==> config.mk <==
export PLATFORM = sky130hd
export DESIGN_NAME = hyperram_cmd_sched
export DESIGN_NICKNAME = d
export VERILOG_FILES = /design/src/rtl/hyperram_pkg.sv /design/src/rtl/hyperram_rr_arb2.sv /design/src/rtl/hyperram_cmd_sched.sv
export SDC_FILE = /design/constraint.sdc
export NUM_CORES = 1
export LEC_CHECK = 0
export BUFFER_PORTS_ARGS = -buffer_cell sky130_fd_sc_hd__buf_2
export CAP_MARGIN = 20
export CORE_AREA = 2 2 102 94
export CTS_BUF_LIST = sky130_fd_sc_hd__clkbuf_2 sky130_fd_sc_hd__clkbuf_4 sky130_fd_sc_hd__clkbuf_8
export CTS_CLUSTER_DIAMETER = 60
export DETAILED_ROUTE_END_ITERATION = 10
export DIE_AREA = 0 0 104 96
export HOLD_SLACK_MARGIN = 0.02
export PLACE_DENSITY = 0.81
export SYNTH_ARGS = -nofsm -noshare
export SYNTH_HDL_FRONTEND = slang
export SYNTH_SLANG_ARGS = --single-unit
==> constraint.sdc <==
create_clock -name clk -period 5 [get_ports clk]
set_input_delay 1 -clock clk [delete_from_list [all_inputs] [get_ports clk]]
set_output_delay 1 -clock clk [all_outputs]
set_load 0.005 [all_outputs]
==> src/rtl/hyperram_pkg.sv <==
// Shared types and the CA-word builder for the HyperRAM command scheduler.
package hyperram_pkg;

   localparam int OP_NUM = 4;

   typedef enum logic [1:0] {
      OP_RDREG = 2'd0,
      OP_WRMEM = 2'd1,
      OP_WRREG = 2'd2,
      OP_RDMEM = 2'd3
   } hr_op_e;

   typedef enum logic [1:0] {
      ST_IDLE   = 2'd0,
      ST_LAUNCH = 2'd1,
      ST_BUSY   = 2'd2,
      ST_GAP    = 2'd3
   } sched_state_e;

   // CA[47]=read, CA[46]=register space, CA[45]=burst type, split word address.
   function automatic logic [47:0] build_ca(hr_op_e op, logic [31:0] addr, logic linear);
      logic [47:0] ca;
      ca        = 48'd0;
      ca[47]    = (op == OP_RDREG) || (op == OP_RDMEM);
      ca[46]    = (op == OP_RDREG) || (op == OP_WRREG);
      ca[45]    = linear;
      ca[44:16] = addr[31:3];
      ca[2:0]   = addr[2:0];
      return ca;
   endfunction

endpackage

==> src/rtl/hyperram_rr_arb2.sv <==
// Two-way round-robin arbiter; the pointer remembers the last requester granted.
module hyperram_rr_arb2 (
   input  logic       clk,
   input  logic       rst_n,
   input  logic [1:0] valid,
   input  logic       take,
   output logic       grant,
   output logic       grant_any
);

   logic ptr_q;
   logic ptr_d;

   assign grant_any = |valid;

   // Pointer starts at 1 so requester 0 wins the first tie.
   always_ff @(posedge clk or negedge rst_n) begin
      if (!rst_n) begin
         ptr_q <= 1'b1;
      end else begin
         ptr_q <= ptr_d;
      end
   end

   // Grant selection and pointer update on an accepted request.
   always_comb begin
      grant = 1'b0;
      case (valid)
         2'b01:   grant = 1'b0;
         2'b10:   grant = 1'b1;
         2'b11:   grant = ~ptr_q;
         default: grant = 1'b0;
      endcase
      if (take) begin
         ptr_d = grant;
      end else begin
         ptr_d = ptr_q;
      end
   end

endmodule

==> src/rtl/hyperram_cmd_sched.sv <==
// Command scheduler: arbitrates two requesters, launches one HyperRAM engine at a time,
// muxes its bus onto the PHY and enforces the CS# gap and a per-transaction watchdog.
module hyperram_cmd_sched
   import hyperram_pkg::*;
#(
   parameter int ADDR_W         = 32,
   parameter int GAP_CYCLES     = 4,
   parameter int TIMEOUT_CYCLES = 64,
   parameter bit LINEAR_BURST   = 1'b1
) (
   input  logic                clk,
   input  logic                rst_n,
   input  logic [1:0]          req_valid,
   output logic [1:0]          req_ready,
   input  logic [3:0]          req_op,
   input  logic [2*ADDR_W-1:0] req_addr,
   output logic [1:0]          rsp_done,
   output logic                rsp_err,
   output logic [47:0]         eng_casig,
   output logic [3:0]          eng_start,
   input  logic [3:0]          eng_end,
   output logic                eng_rst,
   input  logic [3:0]          eng_csn,
   input  logic [3:0]          eng_oe,
   input  logic [3:0]          eng_oe_clk,
   input  logic [63:0]         eng_datain,
   input  logic                eng_rwds_out,
   input  logic                eng_rwds_oe,
   output logic                phy_csn,
   output logic                phy_oe,
   output logic                phy_oe_clk,
   output logic [15:0]         phy_datain,
   output logic                phy_rwds_out,
   output logic                phy_rwds_oe
);

   localparam int CNT_W = 16;

   sched_state_e      state_q, state_d;
   hr_op_e            op_q, op_d;
   logic              g_q, g_d;
   logic [47:0]       casig_q, casig_d;
   logic [3:0]        start_q, start_d;
   logic [1:0]        done_q, done_d;
   logic              err_q, err_d;
   logic              erst_q, erst_d;
   logic [CNT_W-1:0]  cnt_q, cnt_d;

   logic              grant_s, grant_any_s, take_s;
   logic [1:0]        op_sel_s, op_idx_s;
   logic [31:0]       addr_sel_s;
   logic              end_sel_s, wd_exp_s, gap_end_s;

   hyperram_rr_arb2 u_arb (
      .clk       (clk),
      .rst_n     (rst_n),
      .valid     (req_valid),
      .take      (take_s),
      .grant     (grant_s),
      .grant_any (grant_any_s)
   );

   assign take_s    = (state_q == ST_IDLE) && grant_any_s;
   assign op_sel_s  = grant_s ? req_op[3:2] : req_op[1:0];
   assign op_idx_s  = op_q;
   assign end_sel_s = eng_end[op_idx_s];
   assign wd_exp_s  = (cnt_q == CNT_W'(TIMEOUT_CYCLES - 1));
   assign gap_end_s = (cnt_q == CNT_W'(GAP_CYCLES - 1));

   assign eng_casig = casig_q;
   assign eng_start = start_q;
   assign rsp_done  = done_q;
   assign rsp_err   = err_q;
   assign eng_rst   = erst_q;

   // Zero-extend the granted requester's address to 32 bits.
   always_comb begin
      addr_sel_s             = 32'd0;
      addr_sel_s[ADDR_W-1:0] = grant_s ? req_addr[2*ADDR_W-1:ADDR_W] : req_addr[ADDR_W-1:0];
   end

   // State register.
   always_ff @(posedge clk or negedge rst_n) begin
      if (!rst_n) begin
         state_q <= ST_IDLE;
      end else begin
         state_q <= state_d;
      end
   end

   // Next-state logic; an engine end takes precedence over watchdog expiry.
   always_comb begin
      state_d = state_q;
      case (state_q)
         ST_IDLE:   state_d = take_s ? ST_LAUNCH : ST_IDLE;
         ST_LAUNCH: state_d = ST_BUSY;
         ST_BUSY:   state_d = (end_sel_s || wd_exp_s) ? ST_GAP : ST_BUSY;
         ST_GAP:    state_d = gap_end_s ? ST_IDLE : ST_GAP;
         default:   state_d = ST_IDLE;
      endcase
   end

   // Registered outputs and transaction context; one counter serves as watchdog and gap timer.
   always_comb begin
      g_d     = g_q;
      op_d    = op_q;
      casig_d = casig_q;
      start_d = 4'd0;
      done_d  = 2'd0;
      err_d   = 1'b0;
      erst_d  = 1'b0;
      cnt_d   = cnt_q;
      case (state_q)
         ST_IDLE: begin
            if (take_s) begin
               g_d     = grant_s;
               op_d    = hr_op_e'(op_sel_s);
               casig_d = build_ca(hr_op_e'(op_sel_s), addr_sel_s, LINEAR_BURST);
               start_d = 4'b0001 << op_sel_s;
            end else begin
               cnt_d = cnt_q;
            end
         end
         ST_LAUNCH: cnt_d = {CNT_W{1'b0}};
         ST_BUSY: begin
            if (end_sel_s) begin
               done_d[g_q] = 1'b1;
               cnt_d       = {CNT_W{1'b0}};
            end else if (wd_exp_s) begin
               done_d[g_q] = 1'b1;
               err_d       = 1'b1;
               erst_d      = 1'b1;
               cnt_d       = {CNT_W{1'b0}};
            end else begin
               cnt_d = cnt_q + CNT_W'(1);
            end
         end
         ST_GAP:  cnt_d = cnt_q + CNT_W'(1);
         default: cnt_d = {CNT_W{1'b0}};
      endcase
   end

   // Engine reset is held high during chip reset so engines abort immediately.
   always_ff @(posedge clk or negedge rst_n) begin
      if (!rst_n) begin
         g_q     <= 1'b0;
         op_q    <= OP_RDREG;
         casig_q <= 48'd0;
         start_q <= 4'd0;
         done_q  <= 2'd0;
         err_q   <= 1'b0;
         erst_q  <= 1'b1;
         cnt_q   <= {CNT_W{1'b0}};
      end else begin
         g_q     <= g_d;
         op_q    <= op_d;
         casig_q <= casig_d;
         start_q <= start_d;
         done_q  <= done_d;
         err_q   <= err_d;
         erst_q  <= erst_d;
         cnt_q   <= cnt_d;
      end
   end

   // Request accept and PHY bus mux; the PHY idles outside LAUNCH/BUSY.
   always_comb begin
      req_ready    = 2'b00;
      phy_csn      = 1'b1;
      phy_oe       = 1'b0;
      phy_oe_clk   = 1'b0;
      phy_datain   = 16'd0;
      phy_rwds_out = 1'b0;
      phy_rwds_oe  = 1'b0;
      if (take_s && rst_n) begin
         req_ready[grant_s] = 1'b1;
      end else begin
         req_ready = 2'b00;
      end
      if ((state_q == ST_LAUNCH) || (state_q == ST_BUSY)) begin
         phy_csn    = eng_csn[op_idx_s];
         phy_oe     = eng_oe[op_idx_s];
         phy_oe_clk = eng_oe_clk[op_idx_s];
         phy_datain = eng_datain[{op_idx_s, 4'b0000} +: 16];
         if (op_q == OP_WRMEM) begin
            phy_rwds_out = eng_rwds_out;
            phy_rwds_oe  = eng_rwds_oe;
         end else begin
            phy_rwds_out = 1'b0;
            phy_rwds_oe  = 1'b0;
         end
      end else begin
         phy_csn = 1'b1;
      end
   end

endmodule

### Yosys cells after proc, flatten, opt, wreduce, memory -nomap -nowiden

Index checks and enable logic that the tools add are counted.

| storage, ports and cells | value |
|---|---|
| bits of input ports | 154 |
| word-level logic and storage cells | 80 |
| register bits after elaboration | 65 |
| output and inout port bits | 79 |

| cells by class | value |
|---|---|
| mux-type cells | 39 |
| add/subtract/negate cells | 1 |
| shift operators | 2 |
| reduce and logical (&&, ||, !) cells | 12 |
| bitwise gates (word level) | 1 |
| $lt $le $gt $ge | 5 |
| equality and inequality tests | 10 |

Operators by type and width:

| cell | number |
|---|---|
| $shiftx A64 B7 Y16 | 1 |
| $mux W16 | 3 |
| $pmux W16 S3 | 1 |
| $mux W32 | 1 |
| $mux W1 | 18 |
| $add A16 B1 Y16 const B | 1 |
| $eq A16 B2 Y1 const B | 1 |
| $eq A16 B6 Y1 const B | 1 |
| $eq A2 B2 Y1 const B | 6 |
| $mux W2 | 6 |
| $bmux W1 S2 | 4 |
| $mux W4 | 2 |
| $pmux W2 S4 | 1 |
| $eq A2 B1 Y1 const B | 2 |
| $logic_and A1 B1 Y1 | 4 |
| $logic_not A2 Y1 | 2 |
| $logic_or A1 B1 Y1 | 4 |
| $lt A1 B2 Y1 const B | 2 |
| $shl A1 B2 Y4 const A | 1 |
| $lt A2 B3 Y1 const B | 1 |
| $demux W1 S1 | 2 |
| $ge A1 B1 Y1 const B | 2 |
| $pmux W1 S2 | 1 |
| $reduce_and A2 Y1 | 1 |
| other kinds (2) | 2 |

### Longest topological paths before layout

| logic depth | value |
|---|---|
| word-level depth | 7 |
| mapped depth | 7 |
| mapped depth without buffers | 6 |

### Cells and area by module

Synthesis repeated with hierarchy kept, for this count alone.

| unflattened totals | value |
|---|---|
| cell total of the unflattened synthesis | 374 |
| area total of the unflattened synthesis | 3940.0 um^2 |

Modules (own cells, without submodules):

| module | area each (um^2) | cells an instance | instances | seq. area each (um^2) |
|---|---|---|---|---|
| hyperram_cmd_sched | 3881.2 | 370 | 1 | 1602.8 |
| hyperram_rr_arb2 | 58.8 | 4 | 1 | 26.3 |

### Worst setup path before layout

Ideal clock, no wire load.

| path | value |
|---|---|
| kind | input to output |
| start point | input port req_valid[1] |
| end point | output port req_ready[1] |
| required time | 4000 ps |
| path slack | 2162 ps |
| path buffers | 2 |
| stages on the path | 4 |
| data arrival time | 1838 ps |
| cells stage by stage | a21boi_0 -> buf_2 -> buf_2 -> and3_1 |

| on the way | value |
|---|---|
| cells in the longest elaborated chain, start to end | 7 |
| elaborated cells on any way between the ends | 12 |
| those cells by class | order compare (2); eq/ne (2); mux (4); reduce/logical (4) |

Ends and longest elaborated chain:

| what | RTL line | text |
|---|---|---|
| start, declared | hyperram_cmd_sched.sv:13 | `input logic [1:0] req_valid,` |
| $eq A2 B2 Y1 | hyperram_rr_arb2.sv:28 | `case (valid)` |
| $pmux W1 S2 | hyperram_rr_arb2.sv:28 |  |
| $lt A1 B2 Y1 (not written as such) / $ge A1 B1 Y1 (equally long branches) | hyperram_cmd_sched.sv:176 | `req_ready[grant_s] = 1'b1;` |
| $logic_and A1 B1 Y1 (not written as such) | hyperram_cmd_sched.sv:176 |  |
| $mux W1 (not written as such) | hyperram_cmd_sched.sv:176 |  |
| $demux W1 S1 | hyperram_cmd_sched.sv:176 |  |
| $mux W2 * | hyperram_cmd_sched.sv:175 | `if (take_s && rst_n) begin` |
| end, declared | hyperram_cmd_sched.sv:14 | `output logic [1:0] req_ready,` |

Mark *: on every way between the ends. The rest lies on a longest branch, timed or not.

### Worst setup path after layout

Same ends and word-level chain as after synthesis.

==> flow_metrics.py <==
metrics = {
    "pwr": {
        "p_per_area_nw_per_um2": 493,
        "power.leakage_nw": 2.71,
        "max-vdd-ir-drop_mv": 0.251,
    },
    "timing": {
        "hold_viol": 0,
        "slew_headroom": 0.389,
        "fin_tns_setup_ns": 0,
        "max_freq_mhz": 323,
        "worstMarginPinSlew_ns": 0.916,
        "rsz0062_at_grt": "false",
        "finalCriticalPeriod_ns": 3.09,
        "holdWs_ns": 0.478,
        "finalMaxSlewViolations": 0,
        "finalCritPeriodShare": 0.619,
        "skew_ns": 0.0127,
        "final.setup.worst_slack_ns": 1.91,
        "setup_viol_count_final": 0,
    },
    "clock_network": {
        "insertion_delay_ns": 0.34,
        "cts_tree": "done",
        "cts_setup_buffers": 0,
        "ctsResizeCount": 0,
        "cts.clk_slew.worst_paths_ns": 0.07,
        "cts_root_buffer": "clkbuf_8",
        "cts_made_buffers": 9,
        "cts_htree_levels": 3,
        "cts_hold_buf": 0,
        "cts.sinks": 65,
        "cts_max_path_buffers": 2,
    },
    "detailed_routing": {
        "wire_per_inst_microns": 14.5,
        "wl_microns": 10200,
        "dr.pass1.iters": 4,
        "drc": 0,
        "detail-route-antenna-nets": 0,
        "viasPerCell": 4.96,
        "vias": 3503,
        "highest_layer": "met4",
        "met3WireLength_microns": 718,
        "wl_met2_microns": 5120,
        "met1Wirelength_microns": 4310,
        "drtIter0Drc": 152,
    },
    "logic_synthesis": {
        "netlist_area_sq_um": 3890,
        "yosysTopAreaCell": "dfrtp_1",
        "syn_inst": 367,
        "yosys_warnings": 0,
        "synth_area_per_cell_sq_um": 10.6,
        "synth_ff_type": "dfrtp_1",
        "synth.area.top_cells": "dfrtp_1 40%, mux4_2 12%, mux2i_1 9.3%",
        "synth_top_area_share": 0.405,
        "synth_edf_count": 0,
        "ys_seq_elements": 65,
        "async_flop_share": 1.00,
        "yosysUniqueCellTypes": 47,
        "ys_seq_area_frac": 0.418,
    },
    "critical_path": {
        "endpoint_kind": "output port",
        "r2r_cells": 4,
        "critPathRequiredTime_ns": 4.00,
        "cpPeakStageDelay_ns": 0.61,
        "path_depth": 4,
        "cp_common_cell": "buf_2",
        "cp_num_buf_inv": 2,
        "worstReg2RegStart": "op_idx_s[1]",
        "crit_chain": "buf_2 > a21boi_4 > and3_1 > buf_2",
        "worstSetupPathType": "input pin to output port",
        "start_kind": "input pin",
        "crit_start": "req_valid[1]",
        "cp_max_fo": 16,
        "slowest_stage": "a21boi_4",
        "arrival_ns": 2.09,
        "cp_top_family": "compound AO/OA/AOI/OAI gates",
    },
    "global_routing": {
        "gr-total-overflow": 0,
        "track_usage": 0.194,
        "grt_first_pass_wirelength_microns": 15500,
        "antenna_found_initial": 0,
        "grt_pass1_vias": 3252,
        "grt_start_max_net_pins": 66,
    },
    "placed_design": {
        "dp_hpwl_microns": 8170,
        "place.gp.congestion": 0.875,
        "placed_cells": 691,
        "port_buffers": 219,
        "dp_slack_ns": 1.90,
    },
    "cells_and_area": {
        "final_cell_mix": "219 x buf_2, 63 x dfrtp_1, 50 x nand2_1",
        "diodes": 0,
        "stdcell_count": 706,
        "layout_commonest_cell": "buf_2",
        "fin_util": 0.595,
        "syn_to_final_growth_pct": 36.3,
        "drive_gt1_frac": 0.471,
        "layout.nets": 742,
    },
    "floorplanning": {
        "ios": 233,
        "die_area_sq_um": 9980,
        "start_util": 0.437,
        "rows": 33,
        "fp.dieW_microns": 104,
        "core_area_sq_um": 8920,
        "die_y_microns": 96,
    },
    "worst_hold_path": {
        "hp-start": "eng_casig[2]",
        "min_path_type": "flop to flop",
        "min_path_cells": 2,
    },
    "job": {
        "cap_viol_max_count": 0,
    },
    "outcome": {
        "outcome": "completed",
    },
}
-- report_power, final --
part / leakage, nW / internal, W / switching, W / total, W
clock network: 0.126 / 0.000358 / 0.000200 / 0.000557
registers: 0.830 / 0.000702 / 0.000151 / 0.000854
logic: 1.75 / 0.000623 / 0.000583 / 0.00121
-- sequential cells by signal (all words and copies together), names as in the netlist, 2 cells and up --
signal     flops
cnt_q         16
eng_casig     35
eng_start      4
op_idx_s       2
rsp_done       2
state_q        2
-- metal layers --
layer | track usage | vias up
li1 | - | 1706
met1 | 0.245 | 1645
met2 | 0.329 | 144
met3 | 0.0670 | 8
met4 | 0.0394 | 0
met5 | 0 | -
-- cells by family (layout without fill, tap and decap cells) --
family / Yosys count / count (layout) / synth area share
other: 1 / 13 / 0.000963
AND/OR/NAND/NOR: 127 / 127 / 0.179
multiplexers: 56 / 56 / 0.208
adder cells (fa/ha/maj): 8 / 8 / 0.0257
buffers and inverters: 42 / 247 / 0.0633
flip-flops: 65 / 65 / 0.418
XOR/XNOR: 7 / 7 / 0.0157
AO/OA/AOI/OAI: 61 / 61 / 0.0884
-- worst paths after layout --
path                                      end  slack, ns
max in group asynchronous             eng_rst       3.74
worst min-delay path             eng_casig[2]       0.48
worst min register to register   eng_casig[2]       0.48
worst max register to register      cnt_q[11]       2.82
worst max-delay path             req_ready[1]       1.91
min in group asynchronous       eng_casig[17]       0.52
-- synth_stat cells, types with 2 or more instances --
| master | instances |
|---|---|
| and2_1 | 22 |
| mux2i_1 | 36 |
| o21ai_1 | 7 |
| inv_1 | 6 |
| nor2_1 | 10 |
| nor2b_1 | 2 |
| nor3_1 | 7 |
| and4b_1 | 2 |
| nor4_1 | 3 |
| and4_1 | 2 |
| mux4_2 | 20 |
| nand2b_1 | 2 |
| and3_1 | 3 |
| nand2_1 | 50 |
| dfstp_2 | 2 |
| nand3_1 | 5 |
| clkbuf_1 | 11 |
| xor2_1 | 4 |
| buf_6 | 3 |
| nand4_1 | 6 |
| ha_1 | 8 |
| o21a_1 | 2 |
| nand3b_1 | 2 |
| xnor2_1 | 3 |
| or3_1 | 3 |
| dfrtp_1 | 63 |
| a21oi_1 | 9 |
| buf_4 | 16 |
| buf_2 | 5 |
| o21ai_0 | 36 |
-- worst register-to-register path, cell delays in order (launching register included) --
cell and delay, ns:
dfrtp_1 0.94, mux4_2 0.45, nor2_4 0.06, a211oi_4 0.48, nor2_1 0.11
-- through the flow --
stage | power (W) | area, sq um
6_report | 0.00262 | 5310
3_3_place_gp | 0.00201 | 5030
3_5_place_dp | 0.00208 | 5060
5_1_grt | 0.00283 | 5310
4_1_cts | 0.00265 | 5310
2_1_floorplan | 0.00159 | 3940
-- cell type report --
cell class	count	area (sq um)
clock buffers	11	151
well taps	122	153
repair buffers	226	1170
fillers	794	3610
clock inverters	4	98.8
flip-flops and latches	65	1630
multi-input cells	272	2090
inverters	6	22.5
Power figures use the tool's default switching activity.
